**config.mk**
```make
export PLATFORM = sky130hd
export DESIGN_NAME = data_memory_io
export DESIGN_NICKNAME = d
export VERILOG_FILES = /design/src/rtl/data_memory_io.sv
export SDC_FILE = /design/constraint.sdc
export NUM_CORES = 1
export LEC_CHECK = 0
export CORE_ASPECT_RATIO = 0.7
export CORE_MARGIN = 5
export CORE_UTILIZATION = 41
export DETAILED_ROUTE_END_ITERATION = 7
export MAX_ROUTING_LAYER = met4
export PLACE_DENSITY = 0.65
export SLEW_MARGIN = 15
export SYNTH_ARGS = -nofsm -noshare
export SYNTH_HDL_FRONTEND = slang
export SYNTH_SLANG_ARGS = --single-unit
```
**constraint.sdc**
```tcl
create_clock -name clk -period 2.6 [get_ports clk]
set_input_delay 0.39 -clock clk [delete_from_list [all_inputs] [get_ports clk]]
set_output_delay 0.39 -clock clk [all_outputs]
set_load 0.01 [all_outputs]
```
**src/rtl/data_memory_io.sv**
```systemverilog
// Data RAM plus memory-mapped display, button and switch ports for the CPU.
// Define DATA_MEMORY_IO_DEBOUNCE_EN to compile in the button debouncer.
module data_memory_io #(
    parameter int RAM_DEPTH       = 32,
    parameter int DEBOUNCE_CYCLES = 50000
) (
    input  logic        clk,
    input  logic        rst_n,
    input  logic [7:0]  DataAddr,
    input  logic [15:0] WriteData,
    input  logic        MemWrite,
    input  logic        MemRead,
    output logic [15:0] ReadData,
    input  logic [7:0]  Switches,
    input  logic        Button,
    output logic [15:0] Display
);

    localparam int AW = (RAM_DEPTH > 1) ? $clog2(RAM_DEPTH) : 1;
    localparam logic [8:0] DEPTH9 = 9'(RAM_DEPTH);
    localparam logic [7:0] ADDR_DISP = 8'd253;
    localparam logic [7:0] ADDR_BTN  = 8'd254;
    localparam logic [7:0] ADDR_SW   = 8'd255;

    logic [15:0]   ram [RAM_DEPTH];
    logic [AW-1:0] idx;
    logic          ram_hit;
    logic          is_disp;
    logic          is_btn;
    logic          is_sw;

    logic [7:0] sw_meta;
    logic [7:0] sw_sync;
    logic       btn_meta;
    logic       btn_sync;
    logic       btn_stable;

    assign idx     = DataAddr[AW-1:0];
    assign ram_hit = {1'b0, DataAddr} < DEPTH9;
    assign is_disp = DataAddr == ADDR_DISP;
    assign is_btn  = DataAddr == ADDR_BTN;
    assign is_sw   = DataAddr == ADDR_SW;

    // RAM is deliberately left out of reset
    always_ff @(posedge clk) begin
        if (MemWrite && ram_hit)
            ram[idx] <= WriteData;
    end

    always_ff @(posedge clk or negedge rst_n) begin
        if (!rst_n)
            Display <= '0;
        else if (MemWrite && is_disp)
            Display <= WriteData;
    end

    always_ff @(posedge clk or negedge rst_n) begin
        if (!rst_n) begin
            sw_meta  <= '0;
            sw_sync  <= '0;
            btn_meta <= 1'b0;
            btn_sync <= 1'b0;
        end else begin
            sw_meta  <= Switches;
            sw_sync  <= sw_meta;
            btn_meta <= Button;
            btn_sync <= btn_meta;
        end
    end

`ifdef DATA_MEMORY_IO_DEBOUNCE_EN
    localparam int CW = $clog2(DEBOUNCE_CYCLES) + 1;
    localparam logic [CW-1:0] CMAX = CW'(DEBOUNCE_CYCLES - 1);

    logic [CW-1:0] db_cnt;

    // a change is accepted only after DEBOUNCE_CYCLES mismatched edges in a row
    always_ff @(posedge clk or negedge rst_n) begin
        if (!rst_n) begin
            db_cnt     <= '0;
            btn_stable <= 1'b0;
        end else if (btn_sync == btn_stable) begin
            db_cnt <= '0;
        end else if (db_cnt >= CMAX) begin
            btn_stable <= btn_sync;
            db_cnt     <= '0;
        end else begin
            db_cnt <= db_cnt + CW'(1);
        end
    end
`else
    assign btn_stable = btn_sync;
`endif

    always_comb begin
        ReadData = '0;
        if (MemRead) begin
            unique case (1'b1)
                ram_hit: ReadData = ram[idx];
                is_disp: ReadData = Display;
                is_btn:  ReadData = {15'b0, btn_stable};
                is_sw:   ReadData = {8'b0, sw_sync};
                default: ReadData = '0;
            endcase
        end
    end

endmodule
```
==> results.txt <==
The most critical setup path has its startpoint at DataAddr[2]. The worst register-to-register path begins at Display[14]. The fraction of registers with async set or reset after synthesis came out at 6.23%. Power spread over the standard cell area amounts to 635 nW/um2.

The post-synth design cell area came out at 21200 um2. The maximum level of the CTS H-tree is 2. For this configuration, the core starts out at a cell density of 41.6%.

The floorplan die width came out at 282 um. The clock-pin slew of the registers on the worst-case setup and hold paths is 60 ps. The worst hold path stage count is 1.

In this run the most critical hold path is launched from Button. The final worst clock skew came out at 3.82 ps. The required time of the critical path came out at 2210 ps. The number of instances in the placed design came out at 2041. Once detailed placement completed, the half-perimeter wirelength came to 37500 um.

The total via count after detailed routing came out at 13000. Setup violations remaining at the end of the flow were counted as 16. Dividing the final minimum period by the clock period gives 107%. Setup repair after global routing could not meet its margin everywhere.

Dividing the synthesized area by the synthesized cell count gives 18.2 um2. The number of endpoints with negative hold slack in the final report is 0. Global routing finished with a remaining overflow of 0.

The number of max-cap violations is 0. In the routed design, unresolved DRC markers number 0. The area of the core region is 50900 um2. From synthesis to final layout, the design area changed by 39.7%. After layout, the worst setup slack is -189 ps.

The final net count came out at 1555. The first global-routing pass estimated 87700 um of wire. The number of iterations in the first detailed-routing pass came out at 5. Of the cells placed in the final design, the portion with a size suffix greater than 1 is 41.3%.

The total power of the final layout is 18800 uW. The global-route total usage across every layer came out at 21.8%. The number of enable-type register cells in the synthesized netlist came out at 512. The count of port buffers added during placement came out at 68. For this run, the number of standard cells in the final layout without fillers is 2234. The max-slew violation count is 0. The detail-routed net length per standard cell came out at 28.2 um. The die height is 200 um.

The average via count per standard cell is 5.81. The worst slew slack as a fraction of its limit came out at 47.2%. In this run the cell area measured after placement is 24500 um2.

The count of unique library cells instantiated by Yosys came out at 33. The finished cells cover 29600 um2. The synthesis-stage register bit count came out at 546. The clock net in this run drives a total of 546 sinks. The flow ran to the end, but the final reports show violations.

In this run the deepest clock path goes through 3 buffers. The initial antenna violation count was 1. The cell depth of the worst flop-to-flop path is 1. The tree is rooted in a sky130_fd_sc_hd__clkbuf_16.

The clock network latency to the later pin of the worst-skew pair is 570 ps. At the pin with the least slew margin, the transition time is 790 ps. The die covers 56400 um2. The final RePlAce weighted congestion came out at 0.910. The cell count after synthesis came out at 1162. The maximum number of pins on one net before global-route repair came out at 35. The final layout contains routed wiring with a total length of 63000 um. The residual antenna-violating net count after detailed routing is 0. The worst setup path is of the primary input to output port kind. The total nets after synthesis is 1199. The via count of the first global-routing pass came to 12300.

The signal arrival time at the worst endpoint came out at 2400 ps. Among all flip-flop cells after synthesis, the most frequent one is sky130_fd_sc_hd__edfxtp_1. STA classifies the critical path startpoint as a primary input. For this run, the top clock speed supported by timing is 359 MHz. The worst hold-check path type is primary input to flip-flop. The checks that failed: negative setup slack. The number of placed I/O pins came out at 69.

After floorplanning, the core was divided into 69 placement rows. The analysis attributes to cell leakage a power of 0.0105 uW. The share of the yosys chip area belonging to registers came out at 76.6%. The placement-stage worst setup slack is -1110 ps.

The number of buffers created by CTS is 52. The peak supply drop is 0.476 mV. The share of the core filled with cells in the final layout is 58.1%. The detailed router's first-iteration violation count came out at 1699.

The count of warnings emitted by yosys is 0. The worst setup path is captured at an output port. TritonCTS built the clock tree.

The maximum fanout encountered on the critical timing path came out at 6. The final period demand of the worst path came out at 2790 ps. The count of antenna diodes in the layout is 0.
-- metrics by stage --
stage / hold WS (ps) / TNS, ps
global route: 247 / -2620
floorplan: 94.4 / -30590
detailed placement: 337 / -18200
CTS: 239 / -2350
finish: 258 / -1930
global placement: 334 / -17410
-- worst max-delay path, cell delays in order --
cell,delay [ps]
sky130_fd_sc_hd__buf_8,100
sky130_fd_sc_hd__buf_6,120
sky130_fd_sc_hd__buf_6,130
sky130_fd_sc_hd__nand4b_1,170
sky130_fd_sc_hd__buf_12,140
sky130_fd_sc_hd__buf_8,110
sky130_fd_sc_hd__buf_6,110
sky130_fd_sc_hd__o22ai_4,80
sky130_fd_sc_hd__or4_4,590
sky130_fd_sc_hd__nor2_4,130
sky130_fd_sc_hd__buf_6,120
sky130_fd_sc_hd__o22ai_2,70
sky130_fd_sc_hd__buf_2,150
-- cell usage in the layout, fill, tap and decap left out, types with 14 or more instances in the layout --
| cell type | count |
|---|---|
| sky130_fd_sc_hd__buf_8 | 14 |
| sky130_fd_sc_hd__clkdlybuf4s50_1 | 46 |
| sky130_fd_sc_hd__mux2i_2 | 35 |
| sky130_fd_sc_hd__buf_12 | 78 |
| sky130_fd_sc_hd__clkbuf_16 | 55 |
| sky130_fd_sc_hd__mux2i_4 | 42 |
| sky130_fd_sc_hd__o22ai_4 | 41 |
| sky130_fd_sc_hd__o22ai_2 | 45 |
| sky130_fd_sc_hd__mux2i_1 | 186 |
| sky130_fd_sc_hd__or4_4 | 14 |
| sky130_fd_sc_hd__nor2_1 | 30 |
| sky130_fd_sc_hd__edfxtp_1 | 512 |
| sky130_fd_sc_hd__mux2_2 | 17 |
| sky130_fd_sc_hd__buf_4 | 164 |
| sky130_fd_sc_hd__buf_2 | 17 |
| sky130_fd_sc_hd__o22ai_1 | 49 |
| sky130_fd_sc_hd__clkinv_1 | 14 |
| sky130_fd_sc_hd__dfrtp_1 | 34 |
| sky130_fd_sc_hd__buf_6 | 38 |
-- routing by layer --
metal | up-vias | track usage, % | part of all wire, %
li1 | 5442 | - | -
met1 | 6708 | 33.6 | 44
met2 | 742 | 30.9 | 44
met3 | 92 | 4.14 | 11
met4 | 0 | 3.64 | 2.0
met5 | - | - | 0
-- final cells by class --
| cell class | instances | area [um2] |
|---|---|---|
| clock buffer | 59 | 1350 |
| clock inverter | 37 | 334 |
| fill | 3631 | 21400 |
| multi-input combinational | 547 | 6480 |
| sequential | 546 | 16200 |
| tap | 674 | 843 |
| timing repair buffer | 371 | 4350 |
-- logic make-up after synthesis --
group | Yosys count | synth area share, %
flops | 546 | 76.6
simple gates | 121 | 3.40
mux | 280 | 13.3
buf+inv | 69 | 2.19
compound gates | 146 | 4.43
-- cell usage after synthesis (3+ instances only) --
library cell                number  area, um2
sky130_fd_sc_hd__nand3b_1        3       22.5
sky130_fd_sc_hd__dfrtp_1        34        851
sky130_fd_sc_hd__nand2_1        13       48.8
sky130_fd_sc_hd__a22o_1          8       70.1
sky130_fd_sc_hd__or4b_1          4       40.0
sky130_fd_sc_hd__buf_4          22        165
sky130_fd_sc_hd__o22ai_1       135        845
sky130_fd_sc_hd__edfxtp_1      512      15400
sky130_fd_sc_hd__nor3_1          5       25.0
sky130_fd_sc_hd__nand4bb_1       6       67.6
sky130_fd_sc_hd__nor2_1         38        143
sky130_fd_sc_hd__buf_6           9        101
sky130_fd_sc_hd__mux2_2         17        191
sky130_fd_sc_hd__buf_2          30        150
sky130_fd_sc_hd__clkbuf_2        4       20.0
sky130_fd_sc_hd__nor4_1         18        113
sky130_fd_sc_hd__mux2i_1       263       2630
sky130_fd_sc_hd__nand3_1         5       25.0
sky130_fd_sc_hd__or4_1          15        113
sky130_fd_sc_hd__nand4b_2        3       45.0
-- sequential cells by signal, indices dropped and copies added, names as in the netlist --
register / cells
ram: 512
Display: 16
sw_meta: 8
sw_sync: 8
btn_meta: 1
btn_stable: 1
-- worst paths after layout --
path	end	slack, ps
min reg2reg	sw_sync[6]	350
max in group asynchronous	sw_sync[4]	1700
min	btn_meta	260
max	ReadData[5]	-190
min in group asynchronous	btn_meta	420
max reg2reg	Display[14]	1760
-- report_power, final --
part	switching, uW	total [uW]	leakage (uW)	internal [uW]
Sequential	22.5	9670	0.00503	9650
Clock	3230	7540	0.000821	4320
Combinational	811	1560	0.00460	754
Total	4060	18800	0.0105	14700
-- repair_timing --
action / CTS / global route
setup buffers: 51 / 52
setup endpoints to repair: 16 / 16
cloned: 10 / 2
pin swaps: 54 / 66
resized for setup: 382 / 149
hold endpoints to repair: 34 / 0
hold buffers: 1 / 0
No activity file was read; power rests on OpenSTA's default activity.
